**src/rtl/seg_display_arbiter.sv**
```systemverilog
// Shares the left/right 4-digit seven-segment banks between three frame
// producers with fixed priority, a minimum hold time and tear-free refresh.
module seg_display_arbiter #(
  parameter int SCAN_DIV = 200000,
  parameter int MIN_HOLD = 400
) (
  input  logic        clk,
  input  logic        reset,
  input  logic [2:0]  req,
  input  logic [63:0] frame0,
  input  logic [63:0] frame1,
  input  logic [63:0] frame2,
  input  logic        blank,
  output logic [2:0]  grant,
  output logic [7:0]  seg_l,
  output logic [7:0]  seg_r,
  output logic [3:0]  an_l,
  output logic [3:0]  an_r
);

  localparam int CNT_W  = (SCAN_DIV > 1) ? $clog2(SCAN_DIV) : 1;
  localparam int HOLD_W = $clog2(MIN_HOLD + 1);
  localparam logic [CNT_W-1:0]  CNT_MAX  = CNT_W'(SCAN_DIV - 1);
  localparam logic [HOLD_W-1:0] HOLD_MAX = HOLD_W'(MIN_HOLD);

  localparam logic [1:0] IDLE   = 2'd0;
  localparam logic [1:0] SHOW   = 2'd1;
  localparam logic [1:0] LINGER = 2'd2;

  logic [CNT_W-1:0]  scan_cnt;
  logic [1:0]        idx;
  logic [1:0]        state, state_n;
  logic [2:0]        grant_n;
  logic [HOLD_W-1:0] hold, hold_n;
  logic [63:0]       latch, latch_n;

  logic        tick;
  logic        owner_req;
  logic [2:0]  above;
  logic [2:0]  top_grant;
  logic [63:0] frame_top, frame_own;
  logic        new_grant;

  assign tick      = (scan_cnt == CNT_MAX);
  assign owner_req = |(req & grant);

  always_comb begin
    above = 3'b000;
    case (grant)
      3'b001:  above = 3'b110;
      3'b010:  above = 3'b100;
      default: above = 3'b000;
    endcase
  end

  always_comb begin
    top_grant = 3'b000;
    if (req[2])      top_grant = 3'b100;
    else if (req[1]) top_grant = 3'b010;
    else if (req[0]) top_grant = 3'b001;
  end

  always_comb begin
    frame_top = frame0;
    case (top_grant)
      3'b100:  frame_top = frame2;
      3'b010:  frame_top = frame1;
      default: frame_top = frame0;
    endcase
  end

  always_comb begin
    frame_own = frame0;
    case (grant)
      3'b100:  frame_own = frame2;
      3'b010:  frame_own = frame1;
      default: frame_own = frame0;
    endcase
  end

  // A new grant always wins over the per-state defaults computed above it.
  always_comb begin
    state_n   = state;
    grant_n   = grant;
    latch_n   = latch;
    new_grant = 1'b0;
    if (state != IDLE && tick && hold != HOLD_MAX)
      hold_n = hold + HOLD_W'(1);
    else
      hold_n = hold;

    case (state)
      IDLE: begin
        if (|req) new_grant = 1'b1;
      end
      SHOW: begin
        if (|(req & above))  new_grant = 1'b1;
        else if (!owner_req) state_n = LINGER;
        else if (tick)       latch_n = frame_own;
      end
      LINGER: begin
        if (|(req & above)) new_grant = 1'b1;
        else if (owner_req) state_n = SHOW;
        else if (hold == HOLD_MAX) begin
          if (|req) new_grant = 1'b1;
          else begin
            state_n = IDLE;
            grant_n = 3'b000;
          end
        end
      end
      default: begin
        state_n = IDLE;
        grant_n = 3'b000;
      end
    endcase

    if (new_grant) begin
      state_n = SHOW;
      grant_n = top_grant;
      latch_n = frame_top;
      hold_n  = '0;
    end
  end

  always_ff @(posedge clk or posedge reset) begin
    if (reset) begin
      scan_cnt <= '0;
      idx      <= 2'd0;
      state    <= IDLE;
      grant    <= 3'b000;
      hold     <= '0;
      latch    <= 64'd0;
    end else begin
      scan_cnt <= tick ? '0 : scan_cnt + CNT_W'(1);
      if (tick) idx <= idx + 2'd1;
      state <= state_n;
      grant <= grant_n;
      hold  <= hold_n;
      latch <= latch_n;
    end
  end

  // Pins follow the registered state, so they trail a new grant by one cycle.
  always_ff @(posedge clk or posedge reset) begin
    if (reset) begin
      an_l  <= 4'b0000;
      an_r  <= 4'b0000;
      seg_l <= 8'h00;
      seg_r <= 8'h00;
    end else if (state == IDLE || blank) begin
      an_l  <= 4'b0000;
      an_r  <= 4'b0000;
      seg_l <= 8'h00;
      seg_r <= 8'h00;
    end else begin
      an_l  <= 4'b0001 << idx;
      an_r  <= 4'b0001 << idx;
      seg_l <= latch[{3'b000, idx} * 5'd8 +: 8];
      seg_r <= latch[6'd32 + {4'b0000, idx} * 6'd8 +: 8];
    end
  end

endmodule
```
**config.mk**
```make
export PLATFORM = sky130hd
export DESIGN_NAME = seg_display_arbiter
export DESIGN_NICKNAME = d
export VERILOG_FILES = /design/src/rtl/seg_display_arbiter.sv
export SDC_FILE = /design/constraint.sdc
export NUM_CORES = 1
export LEC_CHECK = 0
export ABC_AREA = 1
export CAP_MARGIN = 20
export CORE_MARGIN = 5
export CORE_UTILIZATION = 46
export CTS_BUF_LIST = sky130_fd_sc_hd__clkbuf_4 sky130_fd_sc_hd__clkbuf_8
export CTS_CLUSTER_DIAMETER = 150
export DETAILED_ROUTE_END_ITERATION = 10
export PLACE_DENSITY = 0.79
export SETUP_SLACK_MARGIN = 0.3
export SYNTH_ARGS = -nofsm -noshare
export SYNTH_HDL_FRONTEND = slang
export SYNTH_SLANG_ARGS = --single-unit
```
**constraint.sdc**
```tcl
create_clock -name clk -period 3.9 [get_ports clk]
set_input_delay 0.975 -clock clk [delete_from_list [all_inputs] [get_ports clk]]
set_output_delay 0.975 -clock clk [all_outputs]
set_load 0.02 [all_outputs]
```
### After elaboration in Yosys (flattened, before gate mapping)

Index checks and enable logic that the tools add are counted.

| storage, ports and cells | value |
|---|---|
| bits in writable memories | 0 |
| memories | 0 |
| register bits after elaboration | 118 |
| latch bits | 0 |
| bits in read-only memories | 0 |
| input port bits | 198 |

| cells by class | value |
|---|---|
| add/sub/neg operators | 4 |
| eq/ne operators | 21 |
| $mul | 0 |
| div/mod/pow operators | 0 |
| magnitude comparators | 0 |
| reduce and logical (&&, ||, !) cells | 16 |
| muxes and demuxes | 37 |
| bitwise logic cells | 2 |
| shift operators | 3 |

Operators by type and width:

| kind | number |
|---|---|
| two-way mux 64 bit | 5 |
| one-hot mux 64 bit (2 select lines) | 2 |
| indexed part select 64 x 6 -> 8 bit | 1 |
| indexed part select 64 x 7 -> 8 bit | 1 |
| adder 18 x 1 -> 18 bit, second input constant | 1 |
| == test 18 bit, second input constant | 1 |
| two-way mux 18 bit | 1 |
| two-way mux 3 bit | 6 |
| two-way mux 9 bit | 2 |
| != test 3 bit, second input constant | 6 |
| two-way mux 2 bit | 8 |
| two-way mux 8 bit | 2 |
| one-hot mux 3 bit (2 select lines) | 2 |
| nonzero test 2 bit | 5 |
| adder 9 x 1 -> 9 bit, second input constant | 1 |
| == test 9 bit, second input constant | 1 |
| != test 9 bit, second input constant | 1 |
| OR reduction 3 bit | 3 |
| != test 4 bit, second input constant | 2 |
| adder 6 x 5 -> 6 bit, first input constant | 1 |
| AND 3 bit | 2 |
| == test 3 x 2 -> 1 bit, second input constant | 2 |
| == test 3 bit, second input constant | 2 |
| two-way mux 1 bit | 6 |
| other kinds (17) | 19 |

### Depth between registers and ports, before layout

Gate-level depths: netlist (run 1).

| depth | value |
|---|---|
| depth in word-level cells | 8 |
| mapped depth | 15 |
| depth with buffers taken out | 14 |

### Worst setup path before layout (run 1)

No wires, ideal clock.

| path | value |
|---|---|
| path type | input-to-reg |
| from | input req[2] |
| to | register latch[14] |
| arrival | 2.145 ns |
| cell stages on the path | 14 |
| setup slack | 1.639 ns |
| setup time | 0.116 ns |
| path through | buf_6 -> inv_4 -> nand2_2 -> nand2_1 -> nand2_2 -> nand3_2 -> nand2_1 -> inv_2 -> nand2_8 -> inv_2 -> buf_2 -> nand2_1 -> nand2_1 -> nand2_1 |

| between the ends | value |
|---|---|
| cells in the longest elaborated chain, start to end | 8 |

RTL lines:

| what | RTL line | source |
|---|---|---|
| start: declaration | 9 | `input logic [2:0] req,` |
| OR reduction 3 bit | 94, 105 |  |
| two-way mux 1 bit | 94, 105 |  |
| two-way mux 1 bit | 104 | `else if (hold == HOLD_MAX) begin` |
| two-way mux 1 bit | 103 | `else if (owner_req) state_n = SHOW;` |
| two-way mux 1 bit | 102 | `if (\|(req & above)) new_grant = 1'b1;` |
| one-hot mux 1 bit (3 select lines) | 92 | `case (state)` |
| != test 2 bit (no line) / nonzero test 2 bit (equally long branches) | - |  |
| AND reduction 4 bit (no line) | - |  |
| end signal: assignment | 140 | `latch <= latch_n;` |
| end: declaration | 35 | `logic [63:0] latch, latch_n;` |

Several ways; a longest one is shown, not always the timed one.
A chain may end at the register's enable or synchronous reset.

### Final worst setup path (run 1)

| path | value |
|---|---|
| from | input req[2] |
| to | register latch[34] |

Same word-level chain as after synthesis.

==> results of run 1 <==
[Yosys cell counts (all sizes together)]
cell type,number,area (um2)
nor2,107,435
dfrtp,118,2950
a21oi,23,115
o21ai,41,205
o211ai,2,15.0
o22ai,2,12.5
o221ai,64,561
clkbuf,42,158
nor4,3,18.8
buf,37,245
nand3b,6,45.0
nand2,539,2050
nand4,6,37.5
inv,131,494
a22oi,11,82.6
xnor2,1,8.76
a21o,1,7.51
xor2,15,131
nor3,19,95.1
nand3,147,746
ha,7,87.6
clkinv,2,7.51
or2,1,6.26
[area by class of cell]
type | instances | area, um2
Tap cell | 229 | 287
Clock buffer | 22 | 290
Inverter | 133 | 505
Sequential cell | 118 | 2950
Clock inverter | 8 | 76.3
Fill cell | 1660 | 6910
Multi-Input combinational cell | 995 | 4670
Timing Repair Buffer | 238 | 2400
[metrics by stage]
stage / hold slack [ns] / setup slack, ns / power [mW] / cell area (um2) / instances
after floorplan: 0.444 / 1.48 / 1.42 / 8530 / 1325
after global placement: 0.460 / 0.504 / 1.68 / 10800 / 1711
final: 0.478 / 0.884 / 2.70 / 11200 / 1743
after detailed placement: 0.466 / 0.417 / 1.68 / 10800 / 1713
after global routing: 0.499 / 0.644 / 2.81 / 11200 / 1743
after CTS: 0.482 / 0.905 / 2.72 / 11200 / 1743
[flip-flops by register name (all words and copies together), names as in the netlist]
register,flops
grant,3
state,2
seg_l,8
seg_r,8
an_r,4
idx,2
latch,64
hold,9
scan_cnt,18
[worst max-delay path, stage by stage]
cell and delay, ns:
clkdlybuf4s50_1 0.62, nand2_1 0.09, nand3_1 0.18, nor2_1 0.06, nand2_1 0.05, nand2_1 0.08
nand2_4 0.25, nand2_8 0.23, nor2_8 0.42, buf_12 0.26, nand2_1 0.09, nand2_1 0.08
[power breakdown]
part / total (mW) / internal [mW] / switching, mW / leakage, nW
registers: 1.22 / 1.22 / 0.000419 / 1.61
logic: 0.433 / 0.246 / 0.187 / 3.75
clock network: 1.04 / 0.557 / 0.480 / 0.183
total: 2.70 / 2.03 / 0.667 / 5.54
[kinds of logic (layout without fill, tap and decap cells)]
group                      after synthesis  count (layout)
and+or+nand+nor                        828             828
buffers and inverters                  212             401
AOI/OAI and AO/OA                      144             144
DFF                                    118             118
xor gates and xnor gates                16              16
adders and majority gates                7               7
[path summary, 6_finish.rpt]
path	end	depth (start not counted)
worst min register to register	latch[31]$_DFFE_PP0P_	2
worst max-delay path	latch[34]$_DFFE_PP0P_	12
worst min-delay path	latch[31]$_DFFE_PP0P_	2
max in group asynchronous	scan_cnt[14]$_DFF_PP0_	3
worst max register to register	idx[1]$_DFFE_PP0N_	4
min in group asynchronous	seg_l[3]$_DFF_PP0_	3
[routing by layer]
| metal | global-route usage (%) | part of all wire [%] |
|---|---|---|
| met1 | 33.8 | 43 |
| met2 | 41.8 | 47 |
| met3 | 5.14 | 7.5 |
| met4 | 9.13 | 2.4 |
| met5 | 0 | 0 |
==> implementation parameters, run 1 <==
Parameter                              Value

Finish
  Area growth from synthesis to layout ... 31.1%
  Most frequent standard cell in the layout excluding fill and tap cells ... nand2_1
  Share of post-route cells with drive strength above 1 ... about 4.2%
  Highest-count cells in the layout ignoring fill and taps ... nand2_1 (534), clkdlybuf4s50_1 (224), nand3_1 (145)
  Finished Core Util ... between 60% and 70%
  Number of diodes added for antenna fixing ... 0
  Layout net count ... about 1700

Floorplanning
  Die width ... ~150 um
  Core Footprint ... roughly 18000 um2
  Starting utilization of the core area ... 47.1%
  Die Footprint ... roughly 21000 um2
  Row cnt ... ~50
  Vertical extent of the die ... around 150 um
  Top-level port count ... 225

Clocking
  Library cell used as clock root buffer ... clkbuf_8
  CTS Sinks ... 118
  TritonCTS clock tree ... done
  Number of buffers added to fix hold violations after cts ... 0
  Clock transition at the register clock pins on the worst setup and hold paths after CTS ... ~0.070 ns
  Number of setup buffers added after CTS ... 0
  Number of H-tree branching levels ... 4
  Worst skew pair latency ... between 0.4 and 0.5 ns
  Post-cts gate resize count ... 0
  Maximum number of buffers from clock root to sink ... 2
  TritonCTS buffer count ... 17

Logic synthesis
  Area fraction in compound gates after synthesis ... between 10% and 20%
  Largest family of logic cells by synthesized area ... simple AND/OR/NAND/NOR gates
  Instance count of the mapped netlist ... around 1300
  Sequential share of the synthesized area ... 34.6%
  Mux share of post-synthesis cell area ... 0%
  XOR/XNOR share of the synthesized area ... under 10%
  Synth unique cells ... 36
  Share of synthesized cell area in full adder, half adder and majority cells ... slightly above 1%
  Share of synthesized cell area in and, or, nand and nor gates ... 40.3%
  Average cell area after synthesis ... ~6.4 um2
  Synthesis-stage register bit count ... 118
  Yosys warnings ... 0
  Net count of the mapped netlist ... between 1500 and 2000
  Mapped cell area ... approximately 8500 um2

Global routing
  Initial antenna violation count ... 0
  Pin count of the biggest net entering global routing ... roughly 120
  Overall track demand over capacity in global routing ... around a quarter
  Vias in the first global route ... 9118
  Wire length of the first global-routing pass ... 45.5 mm
  Global route overflow ... 0

Setup path
  Category of the worst setup path capture point ... register
  Reg2Reg Setup Slack ... ~1.3 ns
  Reg-to-reg startpoint ... idx[1]$_DFFE_PP0N_
  Data arrival time of the critical path ... 3.40 ns
  Start-to-end type of the worst setup path ... input port to register
  Highest fanout seen on the critical path ... 37
  Crit start category ... input port
  Endpoint required time on the critical path ... 4.28 ns
  Start point of the critical path ... req[2]

Power
  Static leakage ... between 5 and 6 nW
  Power density over the cells ... roughly 240 nW/um2
  VDD IR-drop max ... between 150 and 200 uV

Route
  Initial detailed-routing violation count ... just over 800
  Vias per std cell ... roughly 5.4
  Initial DRT Pass Iterations ... 5
  Routed Antenna Nets ... 0
  Via count ... 9444
  Routed length per placed instance ... between 15 and 20 um
  Count of unresolved DRC violations after routing ... 0
  Wire length reported by the detailed router ... between 20 and 30 mm

STA
  Crit path time final ... 3.02 ns
  Transition time of the tightest slew-check pin ... 1.03 ns
  Fin Setup TNS ... 0 ns
  Headroom to the max-slew limit ... about a third
  Final setup violation count ... 0
  Setup skew after layout ... around 0.0096 ns
  Period Utilization, post-route ... 77.3%
  Highest clock rate ... approximately 330 MHz
  Max-slew violation count ... 0
  RSZ-0062 raised after global routing ... no
  Hold violation count in the final report ... 0

Min path
  Source of the worst hold timing path ... latch[31]$_DFFE_PP0P_
  Tightest Hold Check Type ... register to register

Place
  Placer's final routability congestion estimate ... around 0.87
  Total of buffers placed on input and output ports ... roughly 220
  Post-DP HPWL ... 19.8 mm

Run
  Count of max-cap constraint violations ... 0

Run status
  Status ... completed
(Power assumes the default switching activity.)
==> run 2: changes to the inputs <==
--- a/config.mk
+++ b/config.mk
@@ -8,11 +8,11 @@
 export ABC_AREA = 1
 export CAP_MARGIN = 20
 export CORE_MARGIN = 5
-export CORE_UTILIZATION = 46
+export CORE_UTILIZATION = 51
 export CTS_BUF_LIST = sky130_fd_sc_hd__clkbuf_4 sky130_fd_sc_hd__clkbuf_8
 export CTS_CLUSTER_DIAMETER = 150
 export DETAILED_ROUTE_END_ITERATION = 10
-export PLACE_DENSITY = 0.79
+export PLACE_DENSITY = 0.83
 export SETUP_SLACK_MARGIN = 0.3
 export SYNTH_ARGS = -nofsm -noshare
 export SYNTH_HDL_FRONTEND = slang
==> constraint.sdc (replaced) <==
create_clock -name clk -period 3.1 [get_ports clk]
set_input_delay 0.775 -clock clk [delete_from_list [all_inputs] [get_ports clk]]
set_output_delay 0.775 -clock clk [all_outputs]
set_load 0.02 [all_outputs]
==> run 2 against run 1 <==
Core utilization increased by 6.5 points. Cell count increased by 0.11%. Largest cell class unchanged. Power is 26% higher. Combinational power is 26% higher. Clock power rose by 27%. Via count stayed put. Global-route usage up 2.9 points. Die area down 9.2%. Non-clock buffer count rose by 9. Highest routed layer unchanged. Largest power group unchanged. First-iteration DRC count fell by 5.2%. Hold slack improved by 0.0054 ns. Wire length fell by 0.80%.
==> implementation parameters, run 2 (synthesized netlist as in run 1, its figures left out) <==
Parameter                              Value

Setup path
  Data arrival time of the critical path ... 2.90 ns (-0.50 ns)
  Start-to-end type of the worst setup path ... input port to register
  Biggest cell delay along the critical path ... 0.60 ns (-0.02 ns)
  Buf/Inv on CP ... 4 (+2)
  Reg2Reg Setup Slack ... 0.86 ns (-0.40 ns)
  Worst path slowest cell ... clkdlybuf4s50_1
  Category of the worst setup path capture point ... register
  Sequence of cells on the critical path ... clkdlybuf4s50_1, inv_4, nand2_2, nand2_1, nand2_2, nand3_2, nand2_1, inv_2, nand2_8, inv_2, nand2_1, nand2_1, nand2_1
  Worst setup endpoint ... latch[18]$_DFFE_PP0P_
  Family with the most delay on the worst path ... buffers and inverters
  Crit start category ... input port
  Depth of the worst register-to-register path ... 10 (+6)
  Endpoint required time on the critical path ... 3.45 ns (-0.83 ns)
  FF-to-FF End ... latch[56]$_DFFE_PP0P_
  CP Depth ... 13 (+1)
  Highest fanout seen on the critical path ... 31 (-16%)
  Reg-to-reg startpoint ... grant[2]$_DFFE_PP0P_
  Start point of the critical path ... req[2]
  Crit-path most repeated cell ... nand2_1

Finish
  Finished Cell Area ... 11200 um2 (+0.62%)
  Layout net count ... 1717 (+0.53%)
  Cell Count, Final, Fillers Out ... 1745 (+0.11%)
  Leading registers by flop count ... latch (64), scan_cnt (18), hold (9)
  Top register by number of flip-flops ... latch
  Area growth from synthesis to layout ... 31.9%
  Total area of multi-input combinational cells ... 4670 um2 (unchanged)
  Number of diodes added for antenna fixing ... 0 (unchanged)
  Flip-flop count of the largest register after layout ... 64 (unchanged)
  # fillers ... 1442 (-13%)
  Most frequent standard cell in the layout excluding fill and tap cells ... nand2_1
  Finished Core Util ... 68.3% (+6.5 points)
  Highest-count cells in the layout ignoring fill and taps ... nand2_1 (534), clkdlybuf4s50_1 (224), nand3_1 (145)
  Share of post-route cells with drive strength above 1 ... 4.92% (+0.69 points)
  Sequential cell area ... 2950 um2 (unchanged)

Global routing
  Wire length of the first global-routing pass ... 45.9 mm (+0.96%)
  Global route overflow ... 0 (unchanged)
  Overall track demand over capacity in global routing ... 28.4% (+2.9 points)
  Initial antenna violation count ... 0 (unchanged)
  Vias in the first global route ... 9388 (+3.0%)
  Pin count of the biggest net entering global routing ... 109 (-8.4%)

Run status
  Status ... completed

Place
  Cell total after placement ... 1712 (-0.058%)
  Post-DP HPWL ... 20.1 mm (+1.4%)
  Placer's final routability congestion estimate ... 0.886 (+1.8%)
  Total of buffers placed on input and output ports ... 224 (unchanged)
  Total cell area at the placement stage ... 10800 um2 (+0.34%)

Floorplanning
  Starting utilization of the core area ... 51.8% (+4.6 points)
  Die Footprint ... 19400 um2 (-9.2%)
  Row cnt ... 47 (-4.1%)
  Core Footprint ... 16500 um2 (-9.0%)
  Top-level port count ... 225 (unchanged)
  Die width ... 139 um (-4.7%)
  Vertical extent of the die ... 139 um (-4.7%)

Power
  VDD IR-drop max ... 215 uV (+24%)
  Power density over the cells ... 303 nW/um2 (+25%)
  Static leakage ... 5.57 nW (+0.54%)

Clocking
  Worst skew pair latency ... 0.46 ns (+0.02 ns)
  Clock transition at the register clock pins on the worst setup and hold paths after CTS ... 0.07 ns (about the same)
  TritonCTS clock tree ... done
  Number of setup buffers added after CTS ... 0 (unchanged)
  Maximum number of buffers from clock root to sink ... 2 (unchanged)
  CTS Sinks ... 118 (unchanged)
  Number of buffers added to fix hold violations after cts ... 0 (unchanged)
  TritonCTS buffer count ... 17 (unchanged)
  Post-cts gate resize count ... 0 (unchanged)
  Library cell used as clock root buffer ... clkbuf_8
  Number of H-tree branching levels ... 4 (unchanged)

STA
  Final setup violation count ... 0 (unchanged)
  Crit path time final ... ~2.5 ns
  Period Utilization, post-route ... just over 80%
  Max-slew violation count ... 0 (unchanged)
  Transition time of the tightest slew-check pin ... 1.01 ns (-0.0128 ns)
  Fin Setup TNS ... 0 ns (unchanged)
  Setup skew after layout ... 0.0130 ns (+0.00332 ns)
  Hold violation count in the final report ... 0 (unchanged)
  RSZ-0062 raised after global routing ... no
  Highest clock rate ... just under 400 MHz
  Headroom to the max-slew limit ... 32.4% (+0.85 points)

Route
  Routed Antenna Nets ... 0 (unchanged)
  Vias per std cell ... 5.41 (-0.11%)
  Initial detailed-routing violation count ... 777 (-5.2%)
  Routed length per placed instance ... 15.8 um (-0.91%)
  Wire length reported by the detailed router ... 27.5 mm (-0.80%)
  Via count ... 9444 (unchanged)
  Count of unresolved DRC violations after routing ... 0 (unchanged)
  Initial DRT Pass Iterations ... 5 (unchanged)

Min path
  Tightest Hold Check Type ... register to register

Run
  Count of max-cap constraint violations ... 0 (unchanged)
-- run 2: changes by cell type in the layout (fill, tap and decap cells not counted) --
cell        change
inv_6           +2
buf_4           +9
clkinv_4        +3
buf_12          -1
clkbuf_4        -1
buf_16          +1
clkinvlp_4      +2
clkinv_2        -1
clkbuf_8        -3
-- run 2: how the worst min path moves through the flow --
stage                           from                     to  depth (start not counted)
2_1_floorplan  latch[26]$_DFFE_PP0P_  latch[26]$_DFFE_PP0P_                          2
3_3_place_gp   latch[26]$_DFFE_PP0P_  latch[26]$_DFFE_PP0P_                          2
3_5_place_dp   latch[56]$_DFFE_PP0P_  latch[56]$_DFFE_PP0P_                          2
4_1_cts        latch[56]$_DFFE_PP0P_  latch[56]$_DFFE_PP0P_                          2
5_1_grt        latch[56]$_DFFE_PP0P_  latch[56]$_DFFE_PP0P_                          2
6_report       latch[22]$_DFFE_PP0P_  latch[22]$_DFFE_PP0P_                          2
-- run 2: worst register-to-register path, delay by kind of cell (launching register included) --
kind | cells | cell delay (ns)
buffers and inverters | 3 | 1.12
and+or+nand+nor | 7 | 0.64
DFF | 1 | 0.43
-- run 2: area by class of cell --
type                            instances  area share, %
Multi-Input combinational cell        995           41.5
Sequential cell                       118           26.3
Timing Repair Buffer                  247           22.0
Inverter                              133           4.50
Tap cell                              220           2.45
Clock buffer                           18           2.15
Clock inverter                         14           1.16
-- run 2: routing by layer --
| layer | global-route usage, % | vias to the layer above | wire (um) |
|---|---|---|---|
| li1 | - | 4674 | - |
| met1 | 36.0 | 4316 | 11200 |
| met2 | 48.7 | 407 | 13400 |
| met3 | 5.90 | 47 | 2190 |
| met4 | 9.32 | 0 | 684 |
| met5 | 0 | - | 0 |
-- run 2: power breakdown --
group / internal [mW] / switching (mW) / total, mW
clock: 0.645 / 0.673 / 1.32
combinational: 0.310 / 0.235 / 0.545
sequential: 1.54 / 0.000604 / 1.54
total: 2.49 / 0.908 / 3.40
-- run 2: metrics by stage --
stage	power, mW	setup slack [ns]	hold WS, ns
detailed placement	2.11	0.0839	0.461
global placement	2.10	0.0910	0.458
finish	3.40	0.556	0.484
global route	3.55	0.325	0.493
CTS	3.42	0.579	0.480
floorplan	1.78	0.884	0.444
==> run 3: changes to the inputs <==
==> constraint.sdc (replaced) <==
create_clock -name clk -period 2.35 [get_ports clk]
set_input_delay 0.5875 -clock clk [delete_from_list [all_inputs] [get_ports clk]]
set_output_delay 0.5875 -clock clk [all_outputs]
set_load 0.02 [all_outputs]
==> run 3 against run 2 <==
Global-route usage increased by 2.3 points. Sequential cell count stayed put. Critical endpoint is now latch[55]$_DFFE_PP0P_. Hold slack worse by 0.0026 ns. Largest power group is now clock. Core utilization rose by 4.3 points. Critical path depth rose by 4. Setup slack got worse by 0.23 ns. Clock-buffer cell count increased by 2.
==> implementation parameters, run 3 (synthesized netlist as in run 1, its figures left out) <==
Parameter                              Value

Finish
  Leading registers by flop count ... latch (64), scan_cnt (18), hold (9)
  Area growth from synthesis to layout ... 40.2%
  Layout net count ... 1757 (+2.3%)
  Most frequent standard cell in the layout excluding fill and tap cells ... nand2_1
  Cell Count, Final, Fillers Out ... 1786 (+2.3%)
  Flip-flop count of the largest register after layout ... 64 (unchanged)
  Top register by number of flip-flops ... latch
  Finished Cell Area ... 11900 um2 (+6.3%)
  Share of post-route cells with drive strength above 1 ... 8.12% (+3.2 points)
  Highest-count cells in the layout ignoring fill and taps ... nand2_1 (530), clkdlybuf4s50_1 (205), nand3_1 (143)

Power
  Net switching power figure ... 1.19 mW (+31%)
  Part of the total power dissipated in combinational logic ... 15.4% (-0.6 points)
  Power density over the cells ... 407 nW/um2 (+35%)
  VDD IR-drop max ... 286 uV (+33%)
  Switching share of power ... 24.5% (-2.2 points)
  Sequential share of power ... 41.7% (-3.6 points)
  Cell-internal power ... 3.68 mW (+47%)
  Clock power frac ... 42.9% (+4.2 points)
  Static leakage ... 6.17 nW (+11%)

STA
  Min Hold Slack ... 0.481 ns (-0.00264 ns)
  Highest clock rate ... about 490 MHz
  RSZ-0062 raised after global routing ... yes
  Final setup violation count ... 0 (unchanged)
  Transition time of the tightest slew-check pin ... 0.696 ns (-0.317 ns)
  Hold violation count in the final report ... 0 (unchanged)
  Period Utilization, post-route ... a little under nine tenths
  Headroom to the max-slew limit ... 53.3% (+21 points)
  Fin Setup TNS ... 0 ns (unchanged)
  Setup skew after layout ... 0.0120 ns (-0.000907 ns)
  Max-slew violation count ... 0 (unchanged)
  Crit path time final ... approximately 2 ns

Setup path
  Start-to-end type of the worst setup path ... input port to register
  Data arrival time of the critical path ... 2.38 ns (-0.52 ns)
  Crit start category ... input port
  Category of the worst setup path capture point ... register
  Highest fanout seen on the critical path ... 22 (-29%)
  Reg2Reg Setup Slack ... 0.38 ns (-0.48 ns)
  Endpoint required time on the critical path ... 2.71 ns (-0.74 ns)

Clocking
  Library cell used as clock root buffer ... clkbuf_8
  TritonCTS buffer count ... 17 (unchanged)
  Number of H-tree branching levels ... 4 (unchanged)
  Number of buffers added to fix hold violations after cts ... 0 (unchanged)
  Worst skew pair latency ... 0.46 ns (about the same)
  TritonCTS clock tree ... done
  CTS Sinks ... 118 (unchanged)
  Clock transition at the register clock pins on the worst setup and hold paths after CTS ... 0.07 ns (about the same)
  Maximum number of buffers from clock root to sink ... 2 (unchanged)

Floorplanning
  Starting utilization of the core area ... 51.8% (unchanged)
  Die Footprint ... 19400 um2 (unchanged)
  Vertical extent of the die ... 139 um (unchanged)
  Row cnt ... 47 (unchanged)
  Core Footprint ... 16500 um2 (unchanged)
  Top-level port count ... 225 (unchanged)
  Die width ... 139 um (unchanged)

Global routing
  Global route overflow ... 0 (unchanged)
  Wire length of the first global-routing pass ... 48.8 mm (+6.4%)
  Pin count of the biggest net entering global routing ... 66 (-39%)
  Vias in the first global route ... 9755 (+3.9%)
  Initial antenna violation count ... 1 (+1)
  Overall track demand over capacity in global routing ... 30.7% (+2.3 points)

Run
  Count of max-cap constraint violations ... 0 (unchanged)

Run status
  Status ... completed

Route
  Initial detailed-routing violation count ... 1013 (+30%)
  Via count ... 10000 (+6.0%)
  Vias per std cell ... 5.61 (+3.6%)
  Initial DRT Pass Iterations ... 6 (+1)
  Routed length per placed instance ... 17.1 um (+8.3%)
  Wire length reported by the detailed router ... 30.5 mm (+11%)
  Routed Antenna Nets ... 0 (unchanged)
  Count of unresolved DRC violations after routing ... 0 (unchanged)

Place
  Total of buffers placed on input and output ports ... 224 (unchanged)
  Placer's final routability congestion estimate ... 0.916 (+3.4%)
  Post-DP HPWL ... 20.6 mm (+2.8%)
  Cell total after placement ... 1728 (+0.93%)
  Total cell area at the placement stage ... 11100 um2 (+1.9%)

Min path
  Tightest Hold Check Type ... register to register
==> run 3: cell types whose count changed in the layout (fill, tap and decap cells not counted), moves of 6 or more <==
| cell | before | now |
|---|---|---|
| buf_12 | 3 | 17 |
| buf_4 | 19 | 34 |
| clkdlybuf4s50_1 | 224 | 205 |
| dlygate4sd2_1 | 0 | 6 |
| dlymetal6s2s_1 | 0 | 13 |
==> run 3: repair_timing <==
item | in CTS | in global routing
gates resized for setup | 22 | 30
buffers inserted | 14 | 5
pin swaps | 8 | 8
cloned | 5 | 1
setup endpoints to repair | 81 | 88
==> run 3: power groups by stage <==
stage                     Clock, mW  Sequential, mW  Combinational [mW]
after floorplan                   0            2.07               0.278
after global placement            0            2.07               0.728
after detailed placement          0            2.07               0.738
after CTS                      2.11            2.03               0.742
after global routing           2.21            2.03               0.816
final                          2.09            2.03               0.748
==> run 3: cell type report <==
| class | instances | area [um2] |
|---|---|---|
| Fill cell | 1281 | 4520 |
| Clock inverter | 12 | 176 |
| Multi-Input combinational cell | 998 | 4750 |
| Inverter | 133 | 510 |
| Clock buffer | 20 | 269 |
| Sequential cell | 118 | 2950 |
| Tap cell | 220 | 275 |
| Antenna cell | 1 | 2.50 |
| Timing Repair Buffer | 284 | 3010 |
==> run 3: critical path, stage by stage <==
cell	delay (ns)
clkdlybuf4s50_1	0.41
buf_6	0.14
inv_4	0.06
nand2_4	0.06
nand2_1	0.08
nand2_2	0.07
nand2_2	0.09
nand2_2	0.07
nand2_4	0.10
nand2_8	0.07
buf_8	0.13
buf_4	0.15
buf_16	0.16
nand2_1	0.06
nand2_1	0.04
nand2_1	0.05
nand2_1	0.04
==> run 3: layer usage <==
layer | global-route usage (%) | share of wire, % | wire length [um]
met5 | 0 | 0 | 0
met4 | 13.7 | 4.1 | 1240
met3 | 5.73 | 8.4 | 2560
met2 | 50.3 | 48 | 14500
met1 | 39.7 | 40 | 12200
==> run 3: worst paths after layout <==
kind                                             from                    end  depth (start not counted)
worst max-delay path                           req[2]  latch[55]$_DFFE_PP0P_                         17
worst min-delay path            latch[24]$_DFFE_PP0P_  latch[24]$_DFFE_PP0P_                          2
worst max register to register    hold[0]$_DFFE_PP0P_  latch[55]$_DFFE_PP0P_                         17
worst min register to register  latch[24]$_DFFE_PP0P_  latch[24]$_DFFE_PP0P_                          2
max in group asynchronous                       reset  latch[43]$_DFFE_PP0P_                          3
min in group asynchronous                       reset  latch[21]$_DFFE_PP0P_                          2
==> run 3: through the flow <==
stage	total power, mW	setup slack [ns]	util, %
finish	4.87	0.329	72.6
floorplan	2.35	0.321	-
global route	5.06	0.263	72.6
CTS	4.88	0.302	71.6
global placement	2.80	-0.363	67.0
detailed placement	2.81	-0.461	67.1
